--- src/rtl/zicsr_access_ctrl_pkg.sv ---
// Shared types and constants for the Zicsr access controller: operation and
// FSM encodings, the per-CSR descriptor, architectural addresses and the
// read-modify helper.
`ifndef XLEN
`define XLEN 32
`endif

package ZICSRType;

  localparam int XLEN    = `XLEN;
  localparam int NUM_CSR = 4;

  // Storage slot order inside the controller.
  localparam int IDX_USTATUS = 0;
  localparam int IDX_MSTATUS = 1;
  localparam int IDX_MTVEC   = 2;
  localparam int IDX_MHARTID = 3;

  // Architectural CSR addresses used as descriptor Names.
  localparam logic [11:0] USTATUS_NAME = 12'h000;
  localparam logic [11:0] MSTATUS_NAME = 12'h300;
  localparam logic [11:0] MTVEC_NAME   = 12'h305;
  localparam logic [11:0] MHARTID_NAME = 12'hF14;

  localparam logic [XLEN-1:0] MSTATUS_DEFAULT = XLEN'(32'h0000_1880);
  localparam logic [XLEN-1:0] MTVEC_DEFAULT   = XLEN'(32'h8000_0000);

  typedef enum logic [1:0] {
    RW = 2'b01,
    RS = 2'b10,
    RC = 2'b11
  } csrOp;

  typedef enum logic [1:0] {
    IDLE  = 2'b00,
    READ  = 2'b01,
    WRITE = 2'b10,
    RESP  = 2'b11
  } csr_state_e;

  typedef struct packed {
    logic [11:0]     Name;
    logic [XLEN-1:0] DefaultValue;
    logic            WriteEn;
    logic            ReadEn;
    logic            InternalWriteEn;
    logic [XLEN-1:0] InternalWriteData;
  } csrCtrl;

  // Value a CSR instruction would leave in the register given the captured
  // old value. An unknown opcode leaves the old value untouched.
  function automatic logic [XLEN-1:0] csr_modify(input csrOp op,
                                                  input logic [XLEN-1:0] old_val,
                                                  input logic [XLEN-1:0] wdata);
    logic [XLEN-1:0] res;
    res = old_val;
    case (op)
      RW:      res = wdata;
      RS:      res = old_val | wdata;
      RC:      res = old_val & ~wdata;
      default: res = old_val;
    endcase
    return res;
  endfunction

endpackage

--- src/rtl/zicsr_access_ctrl_lookup.sv ---
// Combinational CSR address decoder: matches the latched address against the
// descriptor Names and returns hit, one-hot slot, permissions and value.
module zicsr_csr_lookup
  import ZICSRType::*;
(
  input  logic [11:0]        addr_i,
  input  logic [11:0]        name_i     [NUM_CSR],
  input  logic [NUM_CSR-1:0] read_en_i,
  input  logic [NUM_CSR-1:0] write_en_i,
  input  logic [XLEN-1:0]    value_i    [NUM_CSR],
  output logic               hit_o,
  output logic [NUM_CSR-1:0] onehot_o,
  output logic               read_en_o,
  output logic               write_en_o,
  output logic [XLEN-1:0]    value_o
);

  genvar gi;
  generate
    for (gi = 0; gi < NUM_CSR; gi++) begin : g_match
      assign onehot_o[gi] = (addr_i == name_i[gi]);
    end
  endgenerate

  assign hit_o      = |onehot_o;
  assign read_en_o  = |(onehot_o & read_en_i);
  assign write_en_o = |(onehot_o & write_en_i);

  // One-hot OR mux of the selected register value (zero on a miss).
  always_comb begin
    value_o = '0;
    for (int i = 0; i < NUM_CSR; i++) begin
      if (onehot_o[i]) value_o = value_o | value_i[i];
    end
  end

endmodule

--- src/rtl/zicsr_access_ctrl.sv ---
// Zicsr access controller: holds ustatus/mstatus/mtvec/mhartid, serialises
// CSRRW/CSRRS/CSRRC through IDLE->READ->WRITE->RESP and lets per-cycle
// internal writes override software commits to the same CSR.
module zicsr_access_ctrl
  import ZICSRType::*;
(
  input  logic            clk,
  input  logic            reset,
  input  csrCtrl          ustatus_ctrl,
  input  csrCtrl          mstatus_ctrl,
  input  csrCtrl          mtvec_ctrl,
  input  csrCtrl          mhartid_ctrl,
  input  logic            ReqValid,
  output logic            ReqReady,
  input  csrOp            ReqOp,
  input  logic [11:0]     ReqAddr,
  input  logic [XLEN-1:0] ReqWData,
  input  logic            Flush,
  output logic            RspValid,
  input  logic            RspReady,
  output logic [XLEN-1:0] RspRData,
  output logic            RspIllegal,
  output logic            RspDropped,
  output logic [XLEN-1:0] ustatus_q,
  output logic [XLEN-1:0] mstatus_q,
  output logic [XLEN-1:0] mtvec_q,
  output logic [XLEN-1:0] mhartid_q
);

  csrCtrl             ctrl_a   [NUM_CSR];
  logic [11:0]        name_a   [NUM_CSR];
  logic [NUM_CSR-1:0] re_vec;
  logic [NUM_CSR-1:0] we_vec;
  logic [NUM_CSR-1:0] iwe_vec;

  logic [XLEN-1:0]    csr_q    [NUM_CSR];
  logic [XLEN-1:0]    csr_d    [NUM_CSR];

  csr_state_e         state_q, state_d;
  csrOp               op_q;
  logic [11:0]        addr_q;
  logic [XLEN-1:0]    wdata_q;
  logic [XLEN-1:0]    old_q;
  logic               illegal_q;
  logic               intent_q;
  logic               dropped_q;
  logic [NUM_CSR-1:0] target_q;
  logic [XLEN-1:0]    rsp_rdata_q;
  logic               rsp_illegal_q;
  logic               rsp_dropped_q;

  logic               lk_hit;
  logic [NUM_CSR-1:0] lk_onehot;
  logic               lk_read_en;
  logic               lk_write_en;
  logic [XLEN-1:0]    lk_value;

  logic               intent_now;
  logic               dropped_now;
  logic               commit;
  logic [XLEN-1:0]    new_val;

  assign ctrl_a[IDX_USTATUS] = ustatus_ctrl;
  assign ctrl_a[IDX_MSTATUS] = mstatus_ctrl;
  assign ctrl_a[IDX_MTVEC]   = mtvec_ctrl;
  assign ctrl_a[IDX_MHARTID] = mhartid_ctrl;

  genvar gi;
  generate
    for (gi = 0; gi < NUM_CSR; gi++) begin : g_desc
      assign name_a[gi]  = ctrl_a[gi].Name;
      assign re_vec[gi]  = ctrl_a[gi].ReadEn;
      assign we_vec[gi]  = ctrl_a[gi].WriteEn;
      assign iwe_vec[gi] = ctrl_a[gi].InternalWriteEn;
    end
  endgenerate

  zicsr_csr_lookup u_lookup (
    .addr_i     (addr_q),
    .name_i     (name_a),
    .read_en_i  (re_vec),
    .write_en_i (we_vec),
    .value_i    (csr_q),
    .hit_o      (lk_hit),
    .onehot_o   (lk_onehot),
    .read_en_o  (lk_read_en),
    .write_en_o (lk_write_en),
    .value_o    (lk_value)
  );

  // A zero mask on RS/RC is a pure read; RW always writes.
  assign intent_now  = (op_q == RW) || (wdata_q != '0);
  // An internal write to the target in either READ or WRITE loses the software write.
  assign dropped_now = dropped_q | (|(target_q & iwe_vec));
  assign new_val     = csr_modify(op_q, old_q, wdata_q);

  // State register.
  always_ff @(posedge clk) begin
    if (reset) state_q <= IDLE;
    else       state_q <= state_d;
  end

  // Next-state and handshake/commit decode.
  always_comb begin
    state_d  = state_q;
    ReqReady = 1'b0;
    commit   = 1'b0;
    case (state_q)
      IDLE: begin
        ReqReady = 1'b1;
        if (ReqValid) state_d = READ;
      end
      READ: begin
        state_d = Flush ? IDLE : WRITE;
      end
      WRITE: begin
        commit  = intent_q & ~illegal_q & ~dropped_now;
        state_d = RESP;
      end
      RESP: begin
        if (RspReady) state_d = IDLE;
      end
      default: state_d = IDLE;
    endcase
  end

  // Request latches, READ-stage capture and response registers.
  always_ff @(posedge clk) begin
    if (reset) begin
      op_q          <= RW;
      addr_q        <= '0;
      wdata_q       <= '0;
      old_q         <= '0;
      illegal_q     <= 1'b0;
      intent_q      <= 1'b0;
      dropped_q     <= 1'b0;
      target_q      <= '0;
      rsp_rdata_q   <= '0;
      rsp_illegal_q <= 1'b0;
      rsp_dropped_q <= 1'b0;
    end else begin
      case (state_q)
        IDLE: begin
          if (ReqValid) begin
            op_q    <= ReqOp;
            addr_q  <= ReqAddr;
            wdata_q <= ReqWData;
          end
        end
        READ: begin
          old_q     <= lk_read_en ? lk_value : '0;
          illegal_q <= ~lk_hit | (intent_now & ~lk_write_en);
          intent_q  <= intent_now;
          target_q  <= lk_onehot;
          dropped_q <= |(lk_onehot & iwe_vec);
        end
        WRITE: begin
          rsp_rdata_q   <= illegal_q ? '0 : old_q;
          rsp_illegal_q <= illegal_q;
          rsp_dropped_q <= dropped_now;
        end
        default: ;
      endcase
    end
  end

  // Per-CSR storage: reset to descriptor default, internal write beats software commit.
  generate
    for (gi = 0; gi < NUM_CSR; gi++) begin : g_csr
      assign csr_d[gi] = ctrl_a[gi].InternalWriteEn       ? ctrl_a[gi].InternalWriteData :
                         (commit && target_q[gi])         ? new_val :
                                                            csr_q[gi];
      always_ff @(posedge clk) begin
        if (reset) csr_q[gi] <= ctrl_a[gi].DefaultValue;
        else       csr_q[gi] <= csr_d[gi];
      end
    end
  endgenerate

  assign RspValid   = (state_q == RESP);
  assign RspRData   = rsp_rdata_q;
  assign RspIllegal = rsp_illegal_q;
  assign RspDropped = rsp_dropped_q;

  assign ustatus_q  = csr_q[IDX_USTATUS];
  assign mstatus_q  = csr_q[IDX_MSTATUS];
  assign mtvec_q    = csr_q[IDX_MTVEC];
  assign mhartid_q  = csr_q[IDX_MHARTID];

endmodule

--- config.mk ---
export PLATFORM = sky130hd
export DESIGN_NAME = zicsr_access_ctrl
export DESIGN_NICKNAME = d
export VERILOG_FILES = /design/src/rtl/zicsr_access_ctrl_pkg.sv /design/src/rtl/zicsr_access_ctrl_lookup.sv /design/src/rtl/zicsr_access_ctrl.sv
export SDC_FILE = /design/constraint.sdc
export NUM_CORES = 1
export LEC_CHECK = 0
export ABC_AREA = 1
export CAP_MARGIN = 20
export CORE_AREA = 2 2 206 208
export DETAILED_ROUTE_END_ITERATION = 8
export DIE_AREA = 0 0 208 210
export GPL_TIMING_DRIVEN = 0
export HOLD_SLACK_MARGIN = 0.15
export PLACE_DENSITY = 0.68
export RECOVER_POWER = 100
export SLEW_MARGIN = 0
export SYNTH_ARGS = -nofsm -noshare
export SYNTH_HDL_FRONTEND = slang
export SYNTH_SLANG_ARGS = --single-unit
--- constraint.sdc ---
create_clock -name clk -period 6.9 [get_ports clk]
set_input_delay 1.38 -clock clk [delete_from_list [all_inputs] [get_ports clk]]
set_output_delay 1.38 -clock clk [all_outputs]
set_load 0.005 [all_outputs]
==> flow_metrics.py, run 1 <==
metrics = {
    "yosys": {
        "synth.distinct_cells": 28,
        "yosys_register_bits": 249,
        "syn_area_sq_um": 13900,
        "syn_nets": 2237,
        "synth_warnings": 0,
        "synth_cells": 1870,
        "yosysSeqAreaShare_pct": 45.2,
        "syn_area_per_cell_sq_um": 7.41,
    },
    "clocking": {
        "cts_max_level": 1,
        "clk_pin_slew_ns": 0.06,
        "root_buffer": "clkbuf_16",
        "numCtsBuffers": 29,
        "cts_tree": "done",
        "cts_buffer_depth": 3,
        "ctsResizeCount": 0,
        "cts_setup_buffers": 0,
        "clock_latency_ns": 0.56,
        "postCtsHoldBufs": 0,
        "cts.sinks": 249,
    },
    "timing": {
        "period_minus_slack_ns": 4.99,
        "skew_ns": 0.00950,
        "finalSetupTns_ns": 0,
        "hold_violations": 0,
        "setup_viol": 0,
        "fmax_ghz": 0.200,
        "finalCritPeriodShare_pct": 72.3,
        "max_slew_margin_pct": -10.5,
        "tightest_slew_ns": 1.66,
        "rsz0062_at_grt": "false",
        "drv_slew": 23,
    },
    "critical_path": {
        "slowest_stage": "clkbuf_1",
        "critPathLaunchType": "input port",
        "cp_data_arrival_time_ns": 5.15,
        "end_kind": "register",
        "r2r_slack_ns": 2.69,
        "ff2ff_path_depth": 7,
        "crit_top_cell": "clkbuf_1",
        "crit_end": "mstatus_q[22]",
        "cp_slowest_stage_delay_ns": 1.15,
        "r2r-end": "mstatus_q[22]",
        "startpoint": "reset",
        "cp_max_fo": 17,
        "required_ns": 7.06,
        "path_cells": "clkbuf_1 > inv_1 > clkbuf_1 > clkbuf_1 > nand3_1 > clkbuf_1",
        "critical_path_class": "input port to register",
    },
    "pwr": {
        "ir_drop_v": 0.000143,
        "p_per_area_nw_per_um2": 208,
        "total_power_uw": 4310,
        "p_leak_uw": 0.00808,
    },
    "finish": {
        "drive_gt1_share_pct": 5.89,
        "nNetsFinal": 2805,
        "final_cell_mix": "nand2_1, clkdlybuf4s50_1, a21oi_1, dlygate4sd3_1, nor2_1",
        "layout_commonest_cell": "nand2_1",
        "final_util_pct": 50.0,
        "area_delta_synth_final_pct": 49.6,
    },
    "global_route": {
        "grt_pass1_wl_mm": 105,
        "track_usage_pct": 32.7,
        "grt_pass1_vias": 15800,
        "antenna_found_initial": 11,
        "grt_max_degree": 23,
        "overflow": 0,
    },
    "floorplanning": {
        "initial_core_util_pct": 33.4,
        "core_area_sq_um": 41500,
        "rows": 75,
        "io_pins": 531,
        "die_w_um": 208,
        "die_area_sq_um": 43700,
        "die_h_um": 210,
    },
    "route": {
        "drt_iter0_markers": 1691,
        "totalWireLength_mm": 74.8,
        "num_vias": 16200,
        "ant_nets": 0,
        "post_drt_wl_per_cell_um": 24.9,
        "drc": 0,
        "via_per_inst": 5.37,
        "first_pass_iters": 5,
    },
    "flow_run": {
        "cap_violations": 2,
    },
    "placement": {
        "port_buffers": 525,
        "routabilityCongestion": 0.950,
        "hpwl_mm": 60.1,
    },
    "status": {
        "status": "complete, but fails checks",
        "violations": "max-capacitance violations, max-slew violations",
    },
    "worst_hold_path": {
        "hp-class": "register to register",
        "hold_start": "RspRData[7]",
    },
}
## layout make-up
cell class	instances	area [sq um]
Clock inverter	14	143
Fill cell	4121	20800
Clock buffer	39	846
Multi-Input combinational cell	1329	6260
Tap cell	539	674
Timing Repair Buffer	537	5330
Inverter	157	589
Sequential cell	249	6270
Buffer	135	594
Antenna cell	8	20.0
## cell families (layout without fill, tap and decap cells)
group | Yosys count | count (layout) | share of synthesized area, %
other cells | 0 | 8 | 0
buf+inv | 292 | 882 | 8.71
compound gates | 488 | 488 | 19.0
simple gates | 824 | 824 | 25.9
xor+xnor | 17 | 17 | 1.07
flops | 249 | 249 | 45.2
## per-stage QoR
stage	instances	setup slack (ns)	hold WS, ns	cell area, sq um
detailed placement	2944	2.44	0.459	19900
CTS	2997	3.01	0.469	20900
global placement	2934	1.22	0.455	19800
global route	3005	1.86	0.479	20700
finish	3007	1.91	0.463	20700
floorplan	1870	3.37	0.453	13900
## state kept, by name, indices dropped and copies added (netlist names), named ones only
register,count
target_q,4
mhartid_q,32
ustatus_q,32
RspDropped,1
mtvec_q,32
addr_q,12
mstatus_q,32
state_q,1
intent_q,1
RspRData,32
op_q,2
old_q,32
RspIllegal,1
dropped_q,1
wdata_q,32
illegal_q,1
## synth_stat cells, drive strengths merged
library cell / n / share of area [%]
nand2: 464 / 13
a21oi: 368 / 14
nor2: 172 / 5.0
inv: 153 / 4.1
nand3: 144 / 6.3
edfxtp: 128 / 28
dfxtp: 121 / 17
o21ai: 87 / 3.1
clkbuf: 81 / 2.2
buf: 54 / 2.3
nand4: 39 / 1.8
o211ai: 32 / 1.7
xnor2: 17 / 1.1
clkinv: 4 / 0.11
nor3: 2 / 0.072
nor4: 2 / 0.090
a221oi: 1 / 0.063
or2: 1 / 0.045
## critical path: cells and delay by family
family	cells	cell delay (ns)
buffers and inverters	5	2.81
and+or+nand+nor	1	0.92
## worst min-delay path by stage
stage                               to  slack, ns  depth (start not counted)
after detailed placement  RspRData[26]       0.46                          2
after global placement    RspRData[31]       0.46                          2
after CTS                 RspRData[30]       0.47                          2
after floorplan            RspRData[0]       0.45                          2
after global routing      RspRData[24]       0.48                          2
final                      RspRData[7]       0.46                          2
## power by group
group	leakage [uW]	internal [uW]	switching [uW]	total, uW
sequential	0.00229	1680	87.0	1770
clock	0.000489	965	658	1620
combinational	0.00529	406	514	920
total	0.00808	3060	1260	4310
## layer usage
layer	global-route usage (%)	wire, um	part of all wire (%)
met5	0	35	0.047
met4	12.4	3100	4.1
met3	5.39	6570	8.8
met2	54.4	34800	46
met1	42.8	30300	41
Note: power is estimated with default switching activity, not from simulation.
==> run 2, diff against run 1 <==
- CORE_AREA: 2 2 206 208 -> 2 2 204 206
- DIE_AREA: 0 0 208 210 -> 0 0 206 208
- PLACE_DENSITY: 0.68 -> 0.71
- clock period: 6.9 -> 4.1 ns (I/O delays scaled with it)
==> flow_metrics.py, run 2 (synthesized netlist as in run 1, its figures left out) <==
metrics = {
    "floorplanning": {
        "initial_core_util_pct": 34.2,
        "die_h_um": 208,
        "core_area_sq_um": 40600,
        "die_area_sq_um": 42800,
        "io_pins": 531,
        "rows": 74,
        "die_w_um": 206,
    },
    "critical_path": {
        "crit_top_cell": "clkbuf_1",
        "path_delay_family": "buffers and inverters",
        "slowest_stage": "nand3_1",
        "ff2ff_path_depth": 7,
        "path_cells": "clkbuf_1 > inv_1 > clkbuf_1 > clkbuf_1 > nand3_1 > buf_12",
        "cp_data_arrival_time_ns": 4.03,
        "critical_path_class": "input port to register",
        "critical_path_depth": 6,
        "r2r-end": "ustatus_q[22]",
        "cp_max_fo": 18,
        "r2r_slack_ns": 0.76,
        "end_kind": "register",
        "critPathBufInv": 5,
        "required_ns": 4.42,
        "critPathLaunchType": "input port",
        "cp_slowest_stage_delay_ns": 0.90,
        "startpoint": "reset",
        "crit_end": "mstatus_q[15]",
    },
    "pwr": {
        "p_per_area_nw_per_um2": 355,
        "total_power_uw": 7410,
        "p_leak_uw": 0.00814,
        "ir_drop_v": 0.000300,
    },
    "timing": {
        "rsz0062_at_grt": "false",
        "drv_slew": 0,
        "fmax_ghz": 0.269,
        "setup_viol": 0,
        "hold_violations": 0,
        "finalCritPeriodShare_pct": 90.6,
        "skew_ns": 0.0170,
        "tightest_slew_ns": 1.35,
        "max_slew_margin_pct": 9.27,
        "finalSetupTns_ns": 0,
        "period_minus_slack_ns": 3.72,
        "holdWs_ns": 0.462,
    },
    "clocking": {
        "postCtsHoldBufs": 0,
        "cts_setup_buffers": 0,
        "root_buffer": "clkbuf_16",
        "ctsResizeCount": 0,
        "numCtsBuffers": 29,
        "clock_latency_ns": 0.59,
        "cts.sinks": 249,
        "cts_max_level": 1,
        "clk_pin_slew_ns": 0.06,
        "cts_tree": "done",
        "cts_buffer_depth": 3,
    },
    "finish": {
        "final_cell_mix": "nand2_1, clkdlybuf4s50_1, a21oi_1, dlygate4sd3_1, nor2_1",
        "stdcell_count": 3007,
        "postLayoutCellArea_sq_um": 20900,
        "drive_gt1_share_pct": 6.37,
        "multi_input_area_sq_um": 6280,
        "layout_commonest_cell": "nand2_1",
        "seqCellArea_sq_um": 6270,
        "area_delta_synth_final_pct": 50.5,
        "nNetsFinal": 2808,
        "fillCellCount": 3956,
    },
    "route": {
        "via_per_inst": 5.43,
        "post_drt_wl_per_cell_um": 24.9,
        "drc": 0,
        "ant_nets": 0,
        "num_vias": 16300,
        "first_pass_iters": 6,
        "totalWireLength_mm": 74.8,
        "drt_iter0_markers": 1749,
    },
    "placement": {
        "dp.cells": 2938,
        "hpwl_mm": 60.0,
        "dpl-instance-area_sq_um": 19900,
        "port_buffers": 525,
        "routabilityCongestion": 0.964,
    },
    "global_route": {
        "overflow": 0,
        "antenna_found_initial": 15,
        "grt_pass1_vias": 15800,
        "grt_max_degree": 19,
        "track_usage_pct": 33.6,
        "grt_pass1_wl_mm": 105,
    },
    "worst_hold_path": {
        "hold_start": "RspRData[6]",
        "hp-class": "register to register",
    },
    "status": {
        "status": "completed",
    },
    "flow_run": {
        "cap_violations": 0,
    },
}
run 2: cell types whose count changed in the layout (fill, tap and decap cells not counted), sizes merged:
| cell | previous run | this run |
|---|---|---|
| buf | 55 | 56 |
| bufinv | 3 | 4 |
| clkbuf | 131 | 134 |
| clkinv | 15 | 13 |
| diode | 8 | 11 |
| inv | 153 | 154 |
run 2: stage by stage:
| step | util, % | worst slack, ns |
|---|---|---|
| final | 51.4 | 0.384 |
| after global routing | 51.4 | 0.360 |
| after CTS | 51.8 | 0.689 |
| after detailed placement | 49.2 | 0.0904 |
| after global placement | 48.8 | -1.06 |
| after floorplan | - | 1.13 |
run 2: cell type report:
| type | instances | share of cell area (%) |
|---|---|---|
| diodes | 11 | 0.132 |
| clock inverters | 14 | 0.924 |
| repair buffers | 540 | 25.9 |
| flip-flops and latches | 249 | 30.1 |
| inverters | 157 | 2.83 |
| clock buffers | 40 | 4.07 |
| well taps | 532 | 3.19 |
| plain buffers | 135 | 2.83 |
| multi-input cells | 1329 | 30.1 |
run 2: worst min path at each step:
stage / endpoint / slack (ns) / depth (start not counted)
3_5_place_dp: RspRData[8] / 0.46 / 2
3_3_place_gp: RspRData[31] / 0.45 / 2
5_1_grt: RspRData[31] / 0.49 / 2
6_report: RspRData[6] / 0.46 / 2
4_1_cts: RspRData[8] / 0.47 / 2
2_1_floorplan: RspRData[0] / 0.45 / 2
run 2: layer usage:
metal / routed length (um) / up-vias / global-route usage (%)
met5: 48 / - / 0
met2: 34700 / 1025 / 54.8
met3: 7220 / 173 / 7.22
met1: 29300 / 7704 / 43.0
li1: - / 7426 / -
met4: 3520 / 6 / 13.7
run 2: tightest hold or removal path: stages, from the launching register on:
cell and delay [ns]:
dfxtp_1 0.30, nand2_1 0.06, a21oi_1 0.05
run 2: where the power goes:
part	leakage, uW	switching, uW	total [uW]	internal (uW)
Sequential	0.00229	143	2980	2830
Clock	0.000519	1160	2870	1710
Combinational	0.00532	873	1560	691
==> run 3, diff against run 2 <==
- CORE_AREA: 2 2 204 206 -> 2 2 207 209
- DIE_AREA: 0 0 206 208 -> 0 0 209 211
- SYNTH_HIERARCHICAL: unset -> 1
==> flow_metrics.py, run 3 <==
metrics = {
    "status": {
        "status": "completed",
    },
    "pwr": {
        "internal_power_uw": 5030,
        "total_power_uw": 7170,
        "p_sw_share_pct": 29.9,
        "power_frac_clock_pct": 36.2,
        "p_per_area_nw_per_um2": 340,
        "power.switching_uw": 2150,
        "combPwrFrac_pct": 22.3,
        "p_leak_uw": 0.00830,
        "ir_drop_v": 0.000312,
        "power_frac_seq_pct": 41.5,
    },
    "clocking": {
        "postCtsHoldBufs": 0,
        "cts_buffer_depth": 3,
        "cts_tree": "done",
        "clk_pin_slew_ns": 0.06,
        "root_buffer": "clkbuf_16",
        "cts_setup_buffers": 0,
        "cts_max_level": 1,
        "clock_latency_ns": 0.58,
        "cts.sinks": 249,
        "ctsResizeCount": 0,
        "numCtsBuffers": 30,
    },
    "floorplanning": {
        "die_w_um": 209,
        "io_pins": 531,
        "die_h_um": 211,
        "rows": 75,
        "die_area_sq_um": 44100,
        "core_area_sq_um": 41800,
        "initial_core_util_pct": 33.9,
    },
    "yosys": {
        "syn_nets": 2267,
        "synth_warnings": 6,
        "syn_area_per_cell_sq_um": 7.46,
        "synth_ff_type": "edfxtp_1",
        "yosys_register_bits": 249,
        "yosys-top-cells-area": "edfxtp_1, dfxtp_1, a21oi_1",
        "yosys.area.top_type": "edfxtp_1",
        "yosysMostFrequentCell": "nand2_1",
        "yosysSeqAreaShare_pct": 44.2,
        "synthArstFlopShare_pct": 0,
        "synth.distinct_cells": 30,
        "synth_cells": 1900,
        "synthTopCellsByCount": "nand2_1, a21oi_1, nor2_1",
        "syn_area_sq_um": 14200,
        "synth-edff-count": 128,
        "synth_top_area_share_pct": 27.1,
    },
    "timing": {
        "hold_violations": 0,
        "rsz0062_at_grt": "false",
        "skew_ns": 0.0264,
        "period_minus_slack_ns": 3.54,
        "holdWs_ns": 0.464,
        "tightest_slew_ns": 1.27,
        "finalCritPeriodShare_pct": 86.2,
        "setup_viol": 0,
        "drv_slew": 0,
        "fmax_ghz": 0.283,
        "max_slew_margin_pct": 14.7,
    },
    "route": {
        "drc": 0,
        "via_per_inst": 5.33,
        "drt_iter0_markers": 1624,
        "first_pass_iters": 5,
        "totalWireLength_mm": 74.7,
        "ant_nets": 0,
        "num_vias": 16200,
        "post_drt_wl_per_cell_um": 24.7,
    },
    "global_route": {
        "overflow": 0,
        "grt_max_degree": 24,
        "antenna_found_initial": 9,
        "track_usage_pct": 32.9,
        "grt_pass1_wl_mm": 106,
        "grt_pass1_vias": 15900,
    },
    "critical_path": {
        "startpoint": "ustatus_ctrl[73]",
        "critPathBufInv": 4,
        "r2r-start": "addr_q[6]",
        "required_ns": 4.59,
        "end_kind": "register",
        "slowest_stage": "nor2_1",
        "critPathLaunchType": "input port",
        "path_cells": "dlygate4sd3_1 > inv_1 > nand2_1 > nand4_1 > nor2_1 > nand3_1 > nand2_1 > inv_1 > nand2_1 > clkbuf_1 > nand3_1 > a21oi_1",
        "path_delay_family": "simple AND/OR/NAND/NOR gates",
        "cp_max_fo": 10,
        "cp_data_arrival_time_ns": 4.03,
        "crit_top_cell": "nand2_1",
        "critical_path_depth": 12,
        "cp_slowest_stage_delay_ns": 0.98,
        "critical_path_class": "input port to register",
        "ff2ff_path_depth": 11,
    },
    "worst_hold_path": {
        "min_path_cells": 2,
        "hold_start": "RspRData[20]",
        "hp-class": "register to register",
    },
    "finish": {
        "multi_input_area_sq_um": 6570,
        "fillCellCount": 4046,
        "drive_gt1_share_pct": 8.29,
        "area_delta_synth_final_pct": 48.8,
        "nNetsFinal": 2828,
        "layout_commonest_cell": "nand2_1",
        "final_util_pct": 50.5,
        "final_cell_mix": "nand2_1, a21oi_1, clkdlybuf4s50_1, nor2_1, dlygate4sd3_1",
        "seqCellArea_sq_um": 6270,
    },
    "placement": {
        "port_buffers": 525,
        "routabilityCongestion": 0.951,
        "hpwl_mm": 58.7,
    },
    "flow_run": {
        "cap_violations": 0,
    },
}
==> run 3: power groups by stage <==
stage,registers (uW),logic [uW],clock network (uW)
floorplan,3000,619,0
global placement,3030,1610,0
detailed placement,3030,1630,0
CTS,2980,1640,2620
global route,2990,1700,2710
finish,2980,1600,2600
==> run 3: worst paths after layout <==
kind | to | slack, ns
setup / recovery | old_q[6] | 0.56
hold reg to reg | RspRData[20] | 0.46
hold / removal | RspRData[20] | 0.46
setup reg to reg | old_q[6] | 0.78
==> run 3: logic make-up (layout without fill, tap and decap cells) <==
logic type      Yosys count  count (layout)  synth area share [%]
simple gates            861             861                  27.2
other cells               0               4                     0
buf+inv                 297             882                  9.48
xor+xnor                 11              11                 0.680
compound gates          482             482                  18.4
flops                   249             249                  44.2
==> run 3: worst register-to-register path: cells and delay by family, from the launching register on <==
| family | cells | cell delay, ns |
|---|---|---|
| flip-flops | 1 | 0.51 |
| buffers and inverters | 3 | 0.61 |
| AND/OR/NAND/NOR | 7 | 1.97 |
| AO/OA/AOI/OAI | 1 | 0.16 |
==> run 3: layout make-up <==
cell class / instances / area share [%]
antenna: 4 / 0.0474
sequential: 249 / 29.7
buffer: 130 / 3.29
clock inverter: 5 / 0.172
clock buffer: 51 / 4.28
timing repair buffer: 529 / 25.2
multi-input combinational: 1354 / 31.1
inverter: 167 / 2.97
tap: 539 / 3.20
==> run 3: routing by layer <==
metal | up-vias | part of all wire, % | GRT usage [%]
met1 | 7576 | 39 | 40.6
met2 | 979 | 48 | 57.5
li1 | 7446 | - | -
met5 | - | 0.074 | 0
met4 | 8 | 3.2 | 11.1
met3 | 141 | 8.8 | 6.30
==> run 3: stage by stage <==
stage / instance area (sq um) / setup TNS (ns) / cells / setup WS [ns]
CTS: 21200 / 0 / 3024 / 1.05
global placement: 20100 / -56.94 / 2964 / -0.736
detailed placement: 20200 / 0 / 2968 / 0.456
finish: 21100 / 0 / 3028 / 0.564
global route: 21100 / 0 / 3028 / 0.450
floorplan: 14200 / 0 / 1900 / 1.36
==> edit 1 (settings of run 2) <==
The macro `XLEN` goes from 32 to 64.
--- a/src/rtl/zicsr_access_ctrl_pkg.sv
+++ b/src/rtl/zicsr_access_ctrl_pkg.sv
@@ -3,5 +3,5 @@
 // read-modify helper.
 `ifndef XLEN
-`define XLEN 32
+`define XLEN 64
 `endif
 
Interface: changed (10 resized); port bits go from 531 to 979. The function was not compared with the original's and may differ.
==> edit 1 against run 2 <==
The run now fails in 3_2_place_iop; synthesized area grew 82%.
==> edit 1: results (changes against run 2) <==
- Ys async rst share: 0% (unchanged)
- Syn nets: 4089 (was 2237)
- Stopped at: 3_2_place_iop
- Dominant cells by area after synthesis: edfxtp_1 (30%), dfxtp_1 (17%), a21oi_1 (14%) (was edfxtp_1 (28%), dfxtp_1 (17%), nand2_1 (13%))
- Error: [ERROR PPL-0024] Number of IO pins (979) exceeds maximum number of available positions (742). Increase the die perimeter from 828.00um to 1331.44um.
- Post-synthesis sequential area ratio: 47.6% (was 45.2%)
- Post-synth top cells: nand2_1 (815), a21oi_1 (708), nor2_1 (333), nand3_1 (282), edfxtp_1 (256) (was nand2_1 (463), a21oi_1 (338), nor2_1 (162), inv_1 (143), edfxtp_1 (128))
- Status: aborted with a tool error (was complete, no violations)
- FF+latch count, synth: 473 (was 249)
- Synth warn: 0 (unchanged)
- Post-synth EDFFs: 256 (was 128)
- Mean Syn Cell Area: 7.36 um2 (was 7.41 um2)
- Site Rows: 74 (unchanged)
- Ys flop type: edfxtp_1 (unchanged)
- Synth cell types: 25 (was 28)
## edit 1: cell families after synthesis
logic type      Yosys count  synth area share, %
simple gates           1522                 24.9
compound gates          909                 18.5
buf+inv                 514                 8.38
flops                   473                 47.6
xor+xnor                 16                0.555
==> edit 2 (config.mk and constraints of run 2) <==
Made on the original files. Put a register stage on the output `ustatus_q`, cleared by the reset. The value now appears one clock later. The other outputs are not delayed to match.
--- a/src/rtl/zicsr_access_ctrl.sv
+++ b/src/rtl/zicsr_access_ctrl.sv
@@ -183,5 +183,11 @@
   assign RspDropped = rsp_dropped_q;
 
-  assign ustatus_q  = csr_q[IDX_USTATUS];
+  always_ff @(posedge clk) begin
+    if (reset) begin
+      ustatus_q <= '0;
+    end else begin
+      ustatus_q <= csr_q[IDX_USTATUS];
+    end
+  end
   assign mstatus_q  = csr_q[IDX_MSTATUS];
   assign mtvec_q    = csr_q[IDX_MTVEC];
Formal check against the unedited RTL: not equivalent (Yosys sat finds a counterexample within 4 cycles, from zero or initial values and one cycle with reset high).
==> edit 2 against run 2 <==
Count of clock-buffer cells in the layout rose by 9; non-clock buffer count increased by 94; power rose by 4.7%; routed wire length rose by 3.8%; sequential cell count grew 32; worst hold slack better by 0.0025 ns; first-iteration DRC count down 2.9%; clock power is 5% lower; synthesized area rose by 10%; setup slack better by 0.11 ns; cell area increased by 6.3%; via count up 6.4%; combinational power is 8% higher.
==> edit 2: results (changes against run 2) <==
- Ys flop type: dfxtp_1 (was edfxtp_1)
- Non-Filler Instances: 3195 (was 3007)
- Share of cells above drive strength 1: 7.49% (was 6.37%)
- Dominant cells by area after synthesis: edfxtp_1 (25%), dfxtp_1 (20%), a21oi_1 (12%) (was edfxtp_1 (28%), dfxtp_1 (17%), nand2_1 (13%))
- Clk_skew: 0.0104 ns (was 0.0170 ns)
- Syn nets: 2432 (was 2237)
- Post-Synthesis Cells: 2065 (was 1870)
- Status: complete, no violations (unchanged)
- Setup violations, final: 0 (unchanged)
- Pre-CTS WS: 0.249 ns (was 0.0904 ns)
- Worst skew pair latency: 0.57 ns (was 0.59 ns)
- Total iterations of the first detailed-routing run: 7 (was 6)
- Worst Path Arrival: 3.78 ns (was 4.03 ns)
- Slowest stage delay, CP: 1.03 ns (was 0.90 ns)
- Hold endpoint: RspRData[0] (was RspRData[6])
- Initial antenna violation count: 12 (was 15)
- Reg-to-reg endpoint: mstatus_q[9] (was ustatus_q[22])
- Synth cell types: 27 (was 28)
- Placed cells: 3132 (was 2938)
- Worst IR drop on VDD: 0.000270 V (was 0.000300 V)
- Gpl congestion: 0.996 (was 0.964)
- First-pass GRT wire length: 108000 um (was 105000 um)
- Worst Max-Slew Pin Slew: 1.39 ns (was 1.35 ns)
- Global Route Usage Sum: 34.8% (was 33.6%)
- Largest net degree at the start of global routing: 30 (was 19)
- # nets final: 2999 (was 2808)
- Post-synth top cells: nand2_1 (463), a21oi_1 (362), nor2_1 (194), inv_1 (175), dfxtp_1 (153) (was nand2_1 (463), a21oi_1 (338), nor2_1 (162), inv_1 (143), edfxtp_1 (128))
- CTS buffer count: 30 (was 29)
- CP max stage cell: clkbuf_1 (was nand3_1)
- Area after DPL: 21300 um2 (was 19900 um2)
- Post-synthesis sequential area ratio: 45.3% (was 45.2%)
- DP HPWL: 62400 um (was 60000 um)
- Routed vias/inst: 5.44 (was 5.43)
- Port-buffer cells: 526 (was 525)
- Ys async rst share: 0% (unchanged)
- Number of global-route vias before repair: 16.7k (was 15.8k)
- Htree depth: 1 (unchanged)
- Sw frac: 28.6% (was 29.4%)
- Hold Crit Start: RspRData[0] (was RspRData[6])
- Routed len/inst: 24.3 um (was 24.9 um)
- Hold_ws: 0.464 ns (was 0.462 ns)
- Leak: 9.02 nW (was 8.14 nW)
==> edit 2: cell count changes in the layout (fill, tap and decap cells not counted), moves of 15 or more <==
cell             change
buf_4               +74
clkbuf_1            +21
clkdlybuf4s50_1     +15
dfxtp_1             +32
inv_1               +32
nor2_1              +32
==> edit 2: power groups by stage <==
stage | Sequential, mW | Combinational, mW | Clock (mW)
after floorplan | 3.30 | 0.723 | 0
after global placement | 3.38 | 1.68 | 0
after detailed placement | 3.38 | 1.71 | 0
after CTS | 3.32 | 1.72 | 2.75
after global routing | 3.34 | 1.79 | 2.84
final | 3.33 | 1.69 | 2.74
==> edit 2: cells by family (layout without fill, tap and decap cells) <==
family	count (synthesis)	in the layout	synth area share, %
other	0	7	0
and+or+nand+nor	856	856	23.7
xor gates and xnor gates	17	17	0.978
buffers and inverters	423	1014	13.3
DFF	281	281	45.3
AOI/OAI and AO/OA	488	488	16.7
==> edit 2: final cells by class <==
cell class                 count  area (um2)
buffer                       234        1280
clock inverter                 7        85.1
tap                          532         666
fill                        3888       18400
inverter                     189         709
clock buffer                  49         875
multi-input combinational   1361        6260
antenna                        7        17.5
sequential                   281        6910
timing repair buffer         535        5360
==> edit 2: routing by layer <==
layer  vias up  global-route usage (%)  wire length, um
met5         -                       0               69
met4        10                    17.9             4310
met3       236                    7.69             8280
met2      1194                    57.7            36100
met1      8070                    42.0            29000
li1       7866                       -                -
==> edit 2: worst max path at each step <==
stage	start	end	slack [ns]	depth (start not counted)
after floorplan	mhartid_ctrl[32]	csr_q[100]	1.13	6
after global placement	reset	mstatus_q[11]	-1.05	5
after CTS	reset	mtvec_q[1]	0.83	6
after global routing	register	mstatus_q[0]	0.50	7
after detailed placement	reset	mtvec_q[7]	0.25	6
final	mstatus_ctrl[32]	mstatus_q[9]	0.49	5
